`config.mk`:
```
export PLATFORM = sky130hd
export DESIGN_NAME = key_event_ctrl
export DESIGN_NICKNAME = d
export VERILOG_FILES = /design/src/rtl/key_event_ctrl.sv
export SDC_FILE = /design/constraint.sdc
export NUM_CORES = 1
export LEC_CHECK = 0
export ABC_CLOCK_PERIOD_IN_PS = 3600
export BUFFER_PORTS_ARGS = -buffer_cell sky130_fd_sc_hd__buf_4
export CAP_MARGIN = 20
export CORE_ASPECT_RATIO = 0.9
export CORE_UTILIZATION = 30
export DETAILED_ROUTE_END_ITERATION = 8
export SETUP_SLACK_MARGIN = 0.3
export SLEW_MARGIN = 20
export SYNTH_ARGS = -nofsm -noshare
export SYNTH_HDL_FRONTEND = slang
export SYNTH_SLANG_ARGS = --single-unit
```
`constraint.sdc`:
```
create_clock -name clk -period 3.6 [get_ports clk]
set_input_delay 0.54 -clock clk [delete_from_list [all_inputs] [get_ports clk]]
set_output_delay 0.54 -clock clk [all_outputs]
set_load 0.02 [all_outputs]
```
`src/rtl/key_event_ctrl.sv`:
```
// PS/2 key event sequencer: decodes make/break/extended prefixes, tracks Shift/Caps,
// suppresses typematic repeats and hands translated ASCII to a 1-entry valid/ready buffer.
module key_event_ctrl #(
  parameter int unsigned TIMEOUT_CYCLES = 100000,
  parameter bit          REPEAT_EN      = 1'b0
) (
  input  logic       clk,
  input  logic       resetn,
  input  logic [7:0] scan_code,
  input  logic       scan_valid,
  output logic [7:0] conv_scan_code,
  output logic       letter_case,
  input  logic [7:0] conv_ascii,
  output logic [7:0] out_ascii,
  output logic       out_valid,
  input  logic       out_ready,
  output logic       overrun
);

  localparam int unsigned TW = (TIMEOUT_CYCLES > 1) ? $clog2(TIMEOUT_CYCLES) : 1;
  localparam logic [TW-1:0] TmoLast = TW'(TIMEOUT_CYCLES - 1);

  localparam logic [2:0] StIdle   = 3'd0;
  localparam logic [2:0] StBrk    = 3'd1;
  localparam logic [2:0] StExt    = 3'd2;
  localparam logic [2:0] StExtBrk = 3'd3;
  localparam logic [2:0] StLookup = 3'd4;

  localparam logic [7:0] CodeBrk    = 8'hF0;
  localparam logic [7:0] CodeExt    = 8'hE0;
  localparam logic [7:0] CodeShiftL = 8'h12;
  localparam logic [7:0] CodeShiftR = 8'h59;
  localparam logic [7:0] CodeCaps   = 8'h58;

  logic [2:0]    state_q, state_d;
  logic          shift_l_q, shift_l_d, shift_r_q, shift_r_d, caps_q, caps_d;
  logic          letter_case_q, letter_case_d;
  logic [7:0]    last_make_q, last_make_d, code_q, code_d;
  logic          pend_valid_q, pend_valid_d;
  logic [7:0]    pend_code_q, pend_code_d;
  logic [TW-1:0] tmo_q, tmo_d;
  logic [7:0]    out_ascii_q, out_ascii_d;
  logic          out_valid_q, out_valid_d, overrun_q, overrun_d;
  logic          byte_avail;
  logic [7:0]    byte_in;

  // A buffered byte always takes precedence over the live strobe.
  assign byte_avail = pend_valid_q | scan_valid;
  assign byte_in    = pend_valid_q ? pend_code_q : scan_code;

  always_comb begin
    state_d     = state_q;
    shift_l_d   = shift_l_q;
    shift_r_d   = shift_r_q;
    caps_d      = caps_q;
    last_make_d = last_make_q;
    code_d      = code_q;
    pend_valid_d = pend_valid_q;
    pend_code_d  = pend_code_q;
    tmo_d       = tmo_q;
    out_valid_d = out_valid_q & ~out_ready;
    out_ascii_d = out_ascii_q;
    overrun_d   = 1'b0;

    if (state_q == StLookup) begin
      if (scan_valid) begin
        pend_valid_d = 1'b1;
        pend_code_d  = scan_code;
      end
      if (conv_ascii != 8'h00) begin
        if (!out_valid_q || out_ready) begin
          out_valid_d = 1'b1;
          out_ascii_d = conv_ascii;
        end else begin
          overrun_d = 1'b1;
        end
      end
      state_d = StIdle;
    end else begin
      if (pend_valid_q) begin
        pend_valid_d = scan_valid;
        if (scan_valid) pend_code_d = scan_code;
      end
      if (byte_avail) begin
        tmo_d = '0;
        case (state_q)
          StIdle: begin
            if (byte_in == CodeBrk) begin
              state_d = StBrk;
            end else if (byte_in == CodeExt) begin
              state_d = StExt;
            end else if (byte_in == CodeShiftL) begin
              shift_l_d = 1'b1;
            end else if (byte_in == CodeShiftR) begin
              shift_r_d = 1'b1;
            end else if (byte_in == CodeCaps) begin
              caps_d = ~caps_q;
            end else if (REPEAT_EN || (byte_in != last_make_q)) begin
              code_d      = byte_in;
              last_make_d = byte_in;
              state_d     = StLookup;
            end
          end
          StBrk: begin
            if (byte_in == CodeShiftL) shift_l_d = 1'b0;
            if (byte_in == CodeShiftR) shift_r_d = 1'b0;
            if (byte_in == last_make_q) last_make_d = 8'h00;
            state_d = StIdle;
          end
          StExt:   state_d = (byte_in == CodeBrk) ? StExtBrk : StIdle;
          default: state_d = StIdle;
        endcase
      end else if (state_q != StIdle) begin
        // Abandon a dangling prefix so a lost break byte cannot swallow the next key.
        if (tmo_q == TmoLast) begin
          state_d = StIdle;
          tmo_d   = '0;
        end else begin
          tmo_d = tmo_q + 1'b1;
        end
      end
    end

    letter_case_d = (shift_l_d | shift_r_d) ^ caps_d;
  end

  always_ff @(posedge clk or negedge resetn) begin
    if (!resetn) begin
      state_q       <= StIdle;
      shift_l_q     <= 1'b0;
      shift_r_q     <= 1'b0;
      caps_q        <= 1'b0;
      letter_case_q <= 1'b0;
      last_make_q   <= 8'h00;
      code_q        <= 8'h00;
      pend_valid_q  <= 1'b0;
      pend_code_q   <= 8'h00;
      tmo_q         <= '0;
      out_ascii_q   <= 8'h00;
      out_valid_q   <= 1'b0;
      overrun_q     <= 1'b0;
    end else begin
      state_q       <= state_d;
      shift_l_q     <= shift_l_d;
      shift_r_q     <= shift_r_d;
      caps_q        <= caps_d;
      letter_case_q <= letter_case_d;
      last_make_q   <= last_make_d;
      code_q        <= code_d;
      pend_valid_q  <= pend_valid_d;
      pend_code_q   <= pend_code_d;
      tmo_q         <= tmo_d;
      out_ascii_q   <= out_ascii_d;
      out_valid_q   <= out_valid_d;
      overrun_q     <= overrun_d;
    end
  end

  assign conv_scan_code = code_q;
  assign letter_case    = letter_case_q;
  assign out_ascii      = out_ascii_q;
  assign out_valid      = out_valid_q;
  assign overrun        = overrun_q;

endmodule

```
==> results.md <==
- The maximum number of pins on one net before global-route repair is 60.
- The number of antenna violations at the first check in global routing is 0.
- Synthesis handed over a netlist of 259 instances.
- The DRC violations left is 0.
- The most used flip-flop cell after synthesis is dfrtp_1.
- The data required time of the worst path is 3.83 ns.
- The die is 107 µm wide.
- Counting instances in the post-synthesis netlist gives the leading cell types as dfrtp_1, mux2_2, nand2_1.
- The top cell type's share of synthesized area is 50.0%.
- The setup fix buffers added after clock tree synthesis is 0.
- The placeable core region is 9330 µm².
- The worst path uses 79.5% of the clock period.
- The CTS H-tree depth is 3.
- The flip-flop and latch count after synthesis is 59.
- The starting density of the core is 31.7%.
- The quantity of I/O buffers inserted on ports is 38.
- For this run, asynchronously set or reset flops after synthesis account for 100%.
- In this run the static leakage power is 1.54 nW.
- Counting cells, the worst reg-to-reg path comes to 5.
- The clock latency on the worst-skew pair is 0.35 ns.
- After detailed placement, the design holds a cell count of 413.
- The number of buffers between clock root and the deepest sink is 2.
- Counting the buffers created by CTS gives 9.
- Setup repair after global routing left no endpoint under its margin.
- The global-route wire length before repair is 10,400 µm.
- The area after detailed placement is 3360 µm².
- The worst slew margin relative to its limit is 47.0%.
- When the netlist entered floorplanning its net count stood at 280.
- Gates resized during post-CTS repair numbered 0.
- The HPWL after detailed placement is 4290 µm.
- The mapped netlist covers 2960 µm².
- Setup violations remaining at the end of the flow were counted as 0.
- Summing over every cut layer, the via total after detailed routing is 2,157.
- Sorting the synthesized cells by area gives the leading types as dfrtp_1, mux2_2, xor2_1.
- The setup path with the least slack is of type flip-flop to flip-flop.
- At the pin with the least slew margin, the transition time is 0.793 ns.
- The CTS tree is yes.
- The run finished with clean final reports.
- On the final layout, the worst clock skew is 0.00932 ns.
- Yosys printed 0 warnings.
- For the final routed database, the setup TNS stands at 0 ns.
- The proportion of synthesized chip area in sequential cells is 50.0%.
- Using the TritonRoute via totals, the vias-per-cell ratio works out to 5.03.
- The overall power is 2.95 mW.
- The type of origin of the critical path is a flip-flop.
- The routability congestion estimate is 0.803.
- Final hold analysis gives a worst-case slack of 0.254 ns.
- The clock-pin slew on the worst setup and hold paths is 0.07 ns.
- The count of cells in the finished layout, fillers not included, comes to 429.
- dfrtp_1 is the most common cell in the netlist.
- The area growth from synthesis to layout is 20.3%.
- Yosys mapped a number of flops with a built-in enable equal to 0.
- The final count of pins violating max slew came to 0.
- For this run, the total global-route usage over all layers was measured as 13.5%.
- For this design the top-level I/O count stands at 39.
- After the last flow step, the layout net total stands at 323.
- In this run, distinct cell masters in the synthesized netlist total 46.
- The number of antenna diodes in the final layout is 0.
- Max-cap violations in this run came to 0.
- The cell accounting for the most synthesized area is dfrtp_1.
- The number of detailed-route iterations in the first pass is 4.
- The ratio of cells with drive above 1 in the final layout is 31.3%.
- The final number of hold-violating endpoints is 0.
- The kind of end point of the critical path is a flip-flop.
- The residual antenna-violating net count after detailed routing is 0.
- The finished layout cell area is 3560 µm².
- The minimum setup slack in the final design is 0.738 ns.
- Of all nets on the critical path, the largest fanout is 24.
- The cell row count is 33.
- VDD sags by at most 439 µV.
- The number of hold buffers added after CTS was 0.
- The routed design has 6260 µm of wire.
- The number of design-rule violations left by the first detailed-router iteration is 125.
- The worst setup slack after placement is 0.794 ns.
- The via count of the first global-routing pass is 2,081.
- The upper clock frequency limit is 0.349 GHz.
- Measured along the y axis, the die boundary spans 96.2 µm.
- The core occupancy in the finished layout is 38.1%.
- The number of clock sinks is 59.
- The root buffer cell chosen for the clock tree is clkbuf_8.
- The floorplan step defined a die boundary enclosing 10,300 µm².
- Dividing total power by cell area gives a power density of 829 nW/µm².
- Subtracting the final worst setup slack from the clock period gives 2.86 ns.
- In this run the worst hold path is classified as input pin to async pin.
- For this run the aggregate overflow at the end of global routing stands at 0.
- Data arrives at the worst endpoint at 3.09 ns.
- After detailed routing, the average wire length per cell comes to 14.6 µm.
- In this run the mean area of a mapped cell was 11.4 µm².
## layout make-up
| class | count | area, µm² |
|---|---|---|
| clock buffers | 9 | 124 |
| clock inverters | 7 | 76.3 |
| fillers | 944 | 5780 |
| inverters | 4 | 15.0 |
| multi-input cells | 189 | 1420 |
| flip-flops and latches | 59 | 1480 |
| well taps | 122 | 153 |
| repair buffers | 39 | 293 |
## placed cells by master (no fill, tap or decap), types with 4 or more instances in the layout
| master | n |
|---|---|
| a22o_1 | 9 |
| nand2_1 | 20 |
| a21oi_1 | 5 |
| clkbuf_8 | 9 |
| xor2_1 | 13 |
| nand4_1 | 5 |
| and4_1 | 4 |
| o21ai_0 | 18 |
| nor4bb_1 | 4 |
| dfrtp_1 | 59 |
| nand3_1 | 6 |
| o31ai_1 | 4 |
| inv_1 | 4 |
| and3_1 | 8 |
| mux2_2 | 32 |
| nor2_1 | 17 |
| buf_4 | 39 |
## critical path, stage by stage (launching register included)
cell	delay (ns)
dfrtp_1	0.80
mux2_2	0.48
xor2_1	0.26
nor4_4	0.09
a211oi_4	0.70
mux2_2	0.41
## sequential cells by signal, summed over array words and instances (netlist names)
signal and flops:
caps_q 1, state_q 3, shift_r_q 1, shift_l_q 1
pend_valid_q 1, out_valid 1, out_ascii 8, letter_case 1
overrun 1, tmo_q 17, pend_code_q 8, last_make_q 8
conv_scan_code 8
## cells by family after synthesis
| family | count (synthesis) | share of synthesized area, % |
|---|---|---|
| DFF | 59 | 50.0 |
| AOI/OAI and AO/OA | 49 | 11.7 |
| muxes | 33 | 12.5 |
| and+or+nand+nor | 89 | 18.2 |
| adders and majority gates | 2 | 0.762 |
| buffers and inverters | 11 | 2.03 |
| xor gates and xnor gates | 16 | 4.74 |
## worst paths after layout
path / startpoint / to / slack (ns)
worst max-delay path: pend_valid_q / conv_scan_code[4] / 0.74
worst min-delay path: resetn / conv_scan_code[6] / 0.25
worst max register to register: pend_valid_q / conv_scan_code[4] / 0.74
worst min register to register: caps_q / caps_q / 0.49
max in group asynchronous: resetn / tmo_q[9] / 2.86
min in group clk: conv_ascii[5] / out_ascii[5] / 0.43
## where the power goes
group / total [mW] / switching (mW) / internal, mW
clock: 0.617 / 0.294 / 0.324
sequential: 1.09 / 0.191 / 0.897
combinational: 1.24 / 0.657 / 0.585
## layer usage
metal	track usage, %	wire [µm]	share of wire (%)	vias up
met5	0	0	0	-
li1	-	-	-	1047
met2	19.1	2660	43	49
met3	3.45	272	4.3	11
met1	18.7	3180	51	1050
met4	7.65	142	2.3	0
(Power assumes the default switching activity.)
